`src/rtl/ula_sequencial_if.sv`:
```
// Operand/result bus of the sequential ALU: valid/ready on the operand side,
// valid/ready plus status flags on the result side.
interface ula_sequencial_if #(
    parameter int WIDTH = 8
);
    logic             in_valid;
    logic             in_ready;
    logic [2:0]       ctrl;
    logic [WIDTH-1:0] scr0;
    logic [WIDTH-1:0] scr1;
    logic             out_valid;
    logic             out_ready;
    logic [WIDTH-1:0] result;
    logic             flag_z;
    logic             flag_c;
    logic             flag_n;
    logic             flag_v;

    // Operand sequencer / result consumer side
    modport master (
        output in_valid, ctrl, scr0, scr1, out_ready,
        input  in_ready, out_valid, result, flag_z, flag_c, flag_n, flag_v
    );

    // ALU side
    modport slave (
        input  in_valid, ctrl, scr0, scr1, out_ready,
        output in_ready, out_valid, result, flag_z, flag_c, flag_n, flag_v
    );
endinterface

```
`src/rtl/ula_sequencial.sv`:
```
// Sequential ALU: registered operands/results, valid/ready handshakes,
// status flags, single-cycle add/sub/logic ops, one-bit-per-cycle shifts
// and a shift-add multiplier. One operation in flight at a time.
module ula_sequencial #(
    parameter int WIDTH = 8,
    parameter int CNT_W = $clog2(WIDTH + 1)
) (
    input  logic               clk,
    input  logic               rst,
    ula_sequencial_if.slave    bus
);

    localparam logic [2:0] OP_ADD = 3'b000;
    localparam logic [2:0] OP_SUB = 3'b001;
    localparam logic [2:0] OP_AND = 3'b010;
    localparam logic [2:0] OP_OR  = 3'b011;
    localparam logic [2:0] OP_XOR = 3'b100;
    localparam logic [2:0] OP_SHL = 3'b101;
    localparam logic [2:0] OP_SHR = 3'b110;
    localparam logic [2:0] OP_MUL = 3'b111;

    localparam logic [WIDTH:0]   WIDTH_EXT = (WIDTH + 1)'(WIDTH);
    localparam logic [CNT_W-1:0] CNT_FULL  = CNT_W'(WIDTH);
    localparam logic [CNT_W-1:0] CNT_ONE   = CNT_W'(1);

    typedef enum logic [1:0] {S_IDLE, S_BUSY, S_DONE} state_t;

    // Signed overflow of a + b: same-sign operands giving a different-sign sum
    function automatic logic add_ovf(input logic signed [WIDTH-1:0] a,
                                     input logic signed [WIDTH-1:0] b,
                                     input logic signed [WIDTH-1:0] s);
        return ((a < 0) == (b < 0)) && ((s < 0) != (a < 0));
    endfunction

    // Signed overflow of a - b: differing-sign operands, result sign != a sign
    function automatic logic sub_ovf(input logic signed [WIDTH-1:0] a,
                                     input logic signed [WIDTH-1:0] b,
                                     input logic signed [WIDTH-1:0] d);
        return ((a < 0) != (b < 0)) && ((d < 0) != (a < 0));
    endfunction

    // Control state (reset)
    state_t             state_q, state_d;
    logic               in_ready_q, in_ready_d;
    logic               out_valid_q, out_valid_d;
    logic [CNT_W-1:0]   cnt_q, cnt_d;
    logic [WIDTH-1:0]   result_q, result_d;
    logic               z_q, z_d, c_q, c_d, n_q, n_d, v_q, v_d;

    // Datapath state (no reset; only meaningful while BUSY)
    logic [2:0]         op_q, op_d;
    logic [2*WIDTH-1:0] wide_q, wide_d;   // shift register / multiplicand
    logic [WIDTH-1:0]   b_q, b_d;         // multiplier, consumed LSB-first
    logic [2*WIDTH-1:0] acc_q, acc_d;     // product accumulator

    // Scratch values for the current cycle
    logic               fin;
    logic [WIDTH-1:0]   fin_res;
    logic               fin_c, fin_v;
    logic [WIDTH:0]     sum, diff;
    logic [CNT_W-1:0]   amt;
    logic [WIDTH-1:0]   sh_n;
    logic [2*WIDTH-1:0] acc_n;

    // Next-state, datapath step and result/flag capture
    always_comb begin
        state_d     = state_q;
        cnt_d       = cnt_q;
        result_d    = result_q;
        z_d         = z_q;
        c_d         = c_q;
        n_d         = n_q;
        v_d         = v_q;
        op_d        = op_q;
        wide_d      = wide_q;
        b_d         = b_q;
        acc_d       = acc_q;
        fin         = 1'b0;
        fin_res     = '0;
        fin_c       = 1'b0;
        fin_v       = 1'b0;
        sum         = {1'b0, bus.scr0} + {1'b0, bus.scr1};
        diff        = {1'b0, bus.scr0} - {1'b0, bus.scr1};
        amt         = ({1'b0, bus.scr1} >= WIDTH_EXT) ? CNT_FULL : CNT_W'(bus.scr1);
        sh_n        = '0;
        acc_n       = acc_q + (b_q[0] ? wide_q : '0);

        case (state_q)
            S_IDLE: begin
                if (bus.in_valid) begin
                    op_d = bus.ctrl;
                    case (bus.ctrl)
                        OP_ADD: begin
                            fin     = 1'b1;
                            fin_res = sum[WIDTH-1:0];
                            fin_c   = sum[WIDTH];
                            fin_v   = add_ovf(bus.scr0, bus.scr1, sum[WIDTH-1:0]);
                        end
                        OP_SUB: begin
                            fin     = 1'b1;
                            fin_res = diff[WIDTH-1:0];
                            fin_c   = diff[WIDTH];
                            fin_v   = sub_ovf(bus.scr0, bus.scr1, diff[WIDTH-1:0]);
                        end
                        OP_AND: begin
                            fin     = 1'b1;
                            fin_res = bus.scr0 & bus.scr1;
                        end
                        OP_OR: begin
                            fin     = 1'b1;
                            fin_res = bus.scr0 | bus.scr1;
                        end
                        OP_XOR: begin
                            fin     = 1'b1;
                            fin_res = bus.scr0 ^ bus.scr1;
                        end
                        OP_SHL, OP_SHR: begin
                            if (amt == '0) begin
                                fin     = 1'b1;
                                fin_res = bus.scr0;
                            end else begin
                                wide_d  = {{WIDTH{1'b0}}, bus.scr0};
                                cnt_d   = amt;
                                state_d = S_BUSY;
                            end
                        end
                        default: begin
                            wide_d  = {{WIDTH{1'b0}}, bus.scr0};
                            b_d     = bus.scr1;
                            acc_d   = '0;
                            cnt_d   = CNT_FULL;
                            state_d = S_BUSY;
                        end
                    endcase
                end
            end
            S_BUSY: begin
                cnt_d = cnt_q - 1'b1;
                if (op_q == OP_MUL) begin
                    acc_d   = acc_n;
                    wide_d  = wide_q << 1;
                    b_d     = b_q >> 1;
                    fin_res = acc_n[WIDTH-1:0];
                    fin_c   = |acc_n[2*WIDTH-1:WIDTH];
                end else begin
                    if (op_q == OP_SHL) begin
                        sh_n  = wide_q[WIDTH-1:0] << 1;
                        fin_c = wide_q[WIDTH-1];
                    end else begin
                        sh_n  = wide_q[WIDTH-1:0] >> 1;
                        fin_c = wide_q[0];
                    end
                    wide_d  = {{WIDTH{1'b0}}, sh_n};
                    fin_res = sh_n;
                end
                fin = (cnt_q == CNT_ONE);
            end
            default: begin
                if (bus.out_ready) begin
                    state_d = S_IDLE;
                end
            end
        endcase

        if (fin) begin
            state_d  = S_DONE;
            cnt_d    = '0;
            result_d = fin_res;
            z_d      = (fin_res == '0);
            c_d      = fin_c;
            n_d      = fin_res[WIDTH-1];
            v_d      = fin_v;
        end

        in_ready_d  = (state_d == S_IDLE);
        out_valid_d = (state_d == S_DONE);
    end

    // FSM and registered outputs; reset aborts any operation in flight
    always_ff @(posedge clk) begin
        if (rst) begin
            state_q     <= S_IDLE;
            in_ready_q  <= 1'b1;
            out_valid_q <= 1'b0;
            cnt_q       <= '0;
            result_q    <= '0;
            z_q         <= 1'b0;
            c_q         <= 1'b0;
            n_q         <= 1'b0;
            v_q         <= 1'b0;
        end else begin
            state_q     <= state_d;
            in_ready_q  <= in_ready_d;
            out_valid_q <= out_valid_d;
            cnt_q       <= cnt_d;
            result_q    <= result_d;
            z_q         <= z_d;
            c_q         <= c_d;
            n_q         <= n_d;
            v_q         <= v_d;
        end
    end

    // Iteration datapath registers
    always_ff @(posedge clk) begin
        op_q   <= op_d;
        wide_q <= wide_d;
        b_q    <= b_d;
        acc_q  <= acc_d;
    end

    assign bus.in_ready  = in_ready_q & ~rst;
    assign bus.out_valid = out_valid_q;
    assign bus.result    = result_q;
    assign bus.flag_z    = z_q;
    assign bus.flag_c    = c_q;
    assign bus.flag_n    = n_q;
    assign bus.flag_v    = v_q;

endmodule

```
`src/flat_wrapper.sv`:
```
// flat-port wrapper written by rule: the top's interface ports become plain ports
module ula_sequencial_flat 
#(
    parameter int WIDTH = 8,
    parameter int CNT_W = $clog2(WIDTH + 1)
)
  (clk, rst, bus_in_valid, bus_ctrl, bus_scr0, bus_scr1, bus_out_ready, bus_in_ready, bus_out_valid, bus_result, bus_flag_z, bus_flag_c, bus_flag_n, bus_flag_v);
  ula_sequencial_if #(.WIDTH(WIDTH)) bus_i ();
  input  logic clk;
  input  logic rst;
  input wire logic [$bits(bus_i.in_valid)-1:0] bus_in_valid;
  input wire logic [$bits(bus_i.ctrl)-1:0] bus_ctrl;
  input wire logic [$bits(bus_i.scr0)-1:0] bus_scr0;
  input wire logic [$bits(bus_i.scr1)-1:0] bus_scr1;
  input wire logic [$bits(bus_i.out_ready)-1:0] bus_out_ready;
  output wire logic [$bits(bus_i.in_ready)-1:0] bus_in_ready;
  output wire logic [$bits(bus_i.out_valid)-1:0] bus_out_valid;
  output wire logic [$bits(bus_i.result)-1:0] bus_result;
  output wire logic [$bits(bus_i.flag_z)-1:0] bus_flag_z;
  output wire logic [$bits(bus_i.flag_c)-1:0] bus_flag_c;
  output wire logic [$bits(bus_i.flag_n)-1:0] bus_flag_n;
  output wire logic [$bits(bus_i.flag_v)-1:0] bus_flag_v;
  assign bus_i.in_valid = bus_in_valid;
  assign bus_i.ctrl = bus_ctrl;
  assign bus_i.scr0 = bus_scr0;
  assign bus_i.scr1 = bus_scr1;
  assign bus_i.out_ready = bus_out_ready;
  assign bus_in_ready = bus_i.in_ready;
  assign bus_out_valid = bus_i.out_valid;
  assign bus_result = bus_i.result;
  assign bus_flag_z = bus_i.flag_z;
  assign bus_flag_c = bus_i.flag_c;
  assign bus_flag_n = bus_i.flag_n;
  assign bus_flag_v = bus_i.flag_v;
  ula_sequencial #(.WIDTH(WIDTH), .CNT_W(CNT_W)) u_core (.clk(clk), .rst(rst), .bus(bus_i));
endmodule
```
`config.mk`:
```
export PLATFORM = sky130hd
export DESIGN_NAME = ula_sequencial_flat
export DESIGN_NICKNAME = d
export VERILOG_FILES = /design/src/rtl/ula_sequencial_if.sv /design/src/rtl/ula_sequencial.sv /design/src/flat_wrapper.sv
export SDC_FILE = /design/constraint.sdc
export NUM_CORES = 1
export LEC_CHECK = 0
export ABC_AREA = 0
export CORE_MARGIN = 8
export CORE_UTILIZATION = 54
export DETAILED_ROUTE_END_ITERATION = 10
export GPL_TIMING_DRIVEN = 0
export PLACE_DENSITY = 0.89
export SKIP_CTS_REPAIR_TIMING = 1
export SYNTH_ARGS = -nofsm -noshare
export SYNTH_HDL_FRONTEND = slang
export SYNTH_SLANG_ARGS = --single-unit
export TNS_END_PERCENT = 1
```
`constraint.sdc`:
```
create_clock -name clk -period 2.9 [get_ports clk]
set_input_delay 0.58 -clock clk [delete_from_list [all_inputs] [get_ports clk]]
set_output_delay 0.58 -clock clk [all_outputs]
set_load 0.005 [all_outputs]
```
Word level (Yosys, flattened, before mapping) --
Index checks and enable logic that the tools add are counted.
Operators by class: reductions and logical operators 16, add/subtract/negate cells 4, equality and inequality tests 20, multipliers 0, $lt $le $gt $ge 5, shift operators 0, mux-type cells 43, div/mod/pow operators 0, bitwise gates (word level) 5
Operators by type and width (number):
- $mux 16 | 7
- $pmux 16 s2 | 3
- $mux 8 | 7
- $pmux 8 s6 | 1
- $lt 8x1->1 const B | 4
- $pmux 8 s2 | 2
- $add 16x16->16 | 1
- $pmux 4 s2 | 2
- $eq 3x3->1 const B | 5
- $mux 4 | 3
- $pmux 1 s2 | 5
- $add 8x8->9 | 1
- $sub 8x8->9 | 1
- $and 8x8->8 | 1
- $ge 8x4->1 const B | 1
- $logic_not 8->1 | 1
- $mux 2 | 4
- $or 8x8->8 | 1
- $pmux 2 s2 | 2
- $reduce_and 4->1 | 2
- $reduce_or 8->1 | 1
- $xor 8x8->8 | 1
- $mux 1 | 7
- $reduce_or 7->1 | 1
- other kinds (21) | 29
Storage, ports and cells: logic and storage cells 106, memories 0, output and inout port bits 14, register bits after elaboration 63, bits in read-only memories 0, latch bits 0, bits in writable memories 0, bits of input ports 23

Depth between registers and ports, before layout --
depth after elaboration 9, depth in mapped cells 12, gate-level depth less buffers 12

Worst setup path before layout --
OpenSTA, ideal clock, no wires.
kind register to register, start register u_core.b_q[0], end register u_core.c_q (netlist: u_core.bus.flag_c), required time 2.772 ns, slack -0.004 ns, stages on the path, launching flop included 13, path buffers 1, clock period less this slack 2.904 ns, library setup time 0.128 ns, data arrival time 2.776 ns, path through edfxtp_1 clkbuf_1 and2_1 ha_1 fa_1 a21oi_1 o22ai_1 a2111oi_2 nor2_1 xnor2_1 nand4_1 nor4_1 a31oi_1
On the way: cells in the longest elaborated chain, start to end 5
RTL lines:
- start, declared | RTL line ula_sequencial.sv:53 | logic [WIDTH-1:0] b_q, b_d;
- start signal, assigned | RTL line ula_sequencial.sv:208 | b_q <= b_d;
- $mux 16 | RTL line ula_sequencial.sv:86 | acc_n = acc_q + (b_q[0] ? wide_q : '0);
- $add 16x16->16 | RTL line ula_sequencial.sv:86
- $reduce_or 8->1 | RTL line ula_sequencial.sv:144 | fin_c = |acc_n[2*WIDTH-1:WIDTH];
- $mux 1 | RTL line ula_sequencial.sv:139 | if (op_q == OP_MUL) begin
- $pmux 1 s2 | RTL line ula_sequencial.sv:88 | case (state_q)
- end signal, assigned | RTL line ula_sequencial.sv:188 | c_q <= 1'b0;
- end signal, assigned | RTL line ula_sequencial.sv:198 | c_q <= c_d;
- end, declared | RTL line ula_sequencial.sv:48 | logic z_q, z_d, c_q, c_d, n_q, n_d, v_q, v_d;
Every way passes these cells. A chain may end at the register's enable or synchronous reset.

Worst setup path in the final report --
start input bus_scr1[7], end register u_core.c_q (netlist: u_core.bus.flag_c)
On the way: cells in the longest elaborated chain, start to end 7, elaborated cells between the ends (all ways) 12, those cells by class add/sub (2); order compare (1); mux (8); reduce/logical (1)
RTL lines:
- start, declared | RTL line flat_wrapper.sv:14 | input wire logic [$bits(bus_i.scr1)-1:0] bus_scr1;
- $ge 8x4->1 | RTL line ula_sequencial.sv:84 | amt = ({1'b0, bus.scr1} >= WIDTH_EXT) ? CNT_FULL : CNT_W'(bus.scr1);
- $mux 4 | RTL line ula_sequencial.sv:84
- $logic_not 4->1 | RTL line ula_sequencial.sv:118 | if (amt == '0) begin
- $mux 1 | RTL line ula_sequencial.sv:118
- $pmux 1 s2 | RTL line ula_sequencial.sv:92 | case (bus.ctrl)
- $mux 1 | RTL line ula_sequencial.sv:90 | if (bus.in_valid) begin
- $pmux 1 s2 | RTL line ula_sequencial.sv:88
Parallel ways exist; a longest one is shown, timed or not.

==> impl_metrics.yaml <==
finish:
  n_antenna_cell: 0
  final_cell_mix: "nor2_1, nand2_1, edfxtp_1, a21oi_1, ha_1"
  layout.nets: 678
  mostFrequentLayoutCell: "nor2_1"
  syn_to_final_growth_pct: 20.63
  drive_gt1_share_pct: 11.36
synthesis:
  ys_ff_latch: 62
  synth-main-ff-cell: "edfxtp_1"
  syn-num-nets: 626
  ys_types: 62
  ys_seq_area_share_pct: 34.84
  synth_area_mm2: 0.004798
  async_reset_ff_share_pct: 0
  synthCells: 559
  synth_edf_count: 43
  syn_area_per_cell_um2: 8.584
  yosysWarnings: 0
timing:
  layout_setup_ws_ps: -107.9
  finalHoldViolations: 0
  period_share_pct: 103.7
  setup_viol: 1
  rsz0062_at_grt: "yes"
  drv_slew: 0
  whs_ps: 475.0
  min_period_ps: 3008
  worst_slew_pin_slew_ps: 622.0
  worst_clock_skew_ps: 17.05
  maxSlewHeadroom_pct: 58.21
  fmax_mhz: 332.5
flow_run:
  cap_violations: 0
setup_path:
  arrival_ps: 3220
  critPathKind: "in2reg"
  cp-start-kind: "primary input"
  required_ps: 3110
  slowest_delay_ps: 590
  crit_path_max_fanout: 6
  endpoint_kind: "register"
  crit_slowest_cell: "or4_4"
  path_cells: "clkdlybuf4s50_1 > or4_4 > nor4b_4 > buf_4 > nor3_2 > o21ai_2 > and4_4 > nand4_1 > nor4_2 > a31oi_1"
power:
  clkPwrFrac_pct: 32.8
  power.internal_uw: 1722
  swShare_pct: 30.89
  p_leak_uw: 0.002261
  comb_power_share_pct: 25.8
  total_power_uw: 2492
  netSwitchingPower_uw: 769.8
  p_seq_share_pct: 41.4
  irDropWorstVdd_v: 0.0002227
  powerDensity_mw_per_mm2: 430.5
place:
  dp_hpwl_mm: 10.16
  routabilityCongestion: 0.9317
  pre_cts_slack_ps: -1104
  io_buffers: 36
detailed_routing:
  wl_per_cell_um: 19.29
  vias: 4608
  viasPerCell: 6.365
  remaining_drc_errors: 0
  first_pass_iters: 5
  drt_wl_total_mm: 13.97
  ant_nets: 0
  drt_iter0_drc: 475
floorplanning:
  fp.dieArea_mm2: 0.01216
  rows: 34
  die_h_um: 110.3
  die_w_um: 110.3
  start_util_pct: 55.29
  ios: 37
  core_mm2: 0.008678
grt:
  antenna_found_initial: 0
  grt_max_degree: 17
  grt_pass1_vias: 4265
  grt-ovfl-total: 0
  grtUsageTotal_pct: 22.44
  grt_pass1_wl_mm: 21.43
outcome:
  outcome: "finished, violations left"
  violations: "setup timing"
hold_path:
  hold_class: "reg2reg"
clocking:
  cts_max_level: 3
  cts_tree: "yes"
  cts.sinks: 62
  cts_buffers: 9
  cts.path.max_buffers: 2
  clk_pin_slew_ps: 70
  cts_root_buf: "clkbuf_8"
  worstSkewPairLatency_ps: 350
[Yosys cell counts (4+ instances only)]
cell type	n	share of area [%]
a211oi_1	20	3.1
dfxtp_1	19	7.9
and2_1	34	4.4
o31ai_1	5	0.78
nor2_1	58	4.5
ha_1	41	11
a31oi_1	10	1.3
nor3_1	12	1.3
xnor2_1	17	3.1
nor2b_1	9	1.2
and3_1	6	0.78
o21ai_0	27	2.8
nand4_1	6	0.78
mux2i_1	5	1.0
clkbuf_1	21	1.6
edfxtp_1	43	27
nand2_1	47	3.7
o21a_1	4	0.63
o211ai_1	7	1.1
nand3_1	15	1.6
a21oi_1	42	4.4
inv_1	36	2.8
o22ai_1	4	0.52
nand2b_1	4	0.52
a21o_1	5	0.78
[registers in the layout (all words and copies together) (netlist names), 2 cells and up]
register,flops
u_core.acc_q,16
u_core.b_q,8
u_core.bus.result,7
u_core.cnt_q,4
u_core.op_q,3
u_core.state_q,2
u_core.wide_q,16
[cells by family (layout without fill, tap and decap cells)]
kind of cell | Yosys count | after routing | synth area share (%)
xor+xnor | 20 | 20 | 3.651
simple gates | 214 | 214 | 23.00
fa+ha+maj | 44 | 44 | 11.94
flops | 62 | 62 | 34.84
compound gates | 150 | 150 | 20.37
mux | 5 | 5 | 1.043
buf+inv | 64 | 121 | 5.163
[metal layers]
metal	part of all wire, %	GRT usage, %
met4	3.5	10.75
met2	48	36.51
met3	7.8	3.140
met5	0	0
met1	41	28.73
[metrics by stage]
step	utilization, %	std cells	instance area [um2]	TNS, ps
final	66.70	724	5788	-107.9
after global routing	66.70	724	5788	-454.1
after CTS	63.78	720	5535	-8227
after detailed placement	61.30	704	5320	-26500
after global placement	61.09	703	5301	-50810
after floorplan	-	559	4806	0
[path summary, 6_finish.rpt]
kind	cells past startpoint	end	start	slack, ps
min	2	u_core.bus.flag_z	u_core.bus.flag_z	480
max reg2reg	10	u_core.bus.flag_c	u_core.b_q[0]	-80
max	10	u_core.bus.flag_c	bus_scr1[7]	-110
min reg2reg	2	u_core.bus.flag_z	u_core.bus.flag_z	480
[final cells by class]
type | instances | area, um2
Buffer | 24 | 107.6
Clock buffer | 14 | 205.2
Clock inverter | 2 | 10.01
Fill cell | 719 | 2890
Inverter | 37 | 138.9
Multi-Input combinational cell | 433 | 3077
Sequential cell | 62 | 1672
Tap cell | 108 | 135.1
Timing Repair Buffer | 44 | 442.9
[power by group through the flow]
| stage | sequential, uW | clock (uW) | combinational [uW] |
|---|---|---|---|
| finish | 1030 | 816 | 643 |
| floorplan | 1040 | 0 | 381 |
| detailed placement | 1050 | 0 | 579 |
| global placement | 1050 | 0 | 556 |
| global route | 1040 | 857 | 696 |
| CTS | 1030 | 823 | 583 |
[critical path, delay by kind of cell]
family / cells / cell delay, ps
buffers and inverters: 2 / 660
AO/OA/AOI/OAI: 2 / 410
AND/OR/NAND/NOR: 6 / 1560
(Power assumes the default switching activity.)
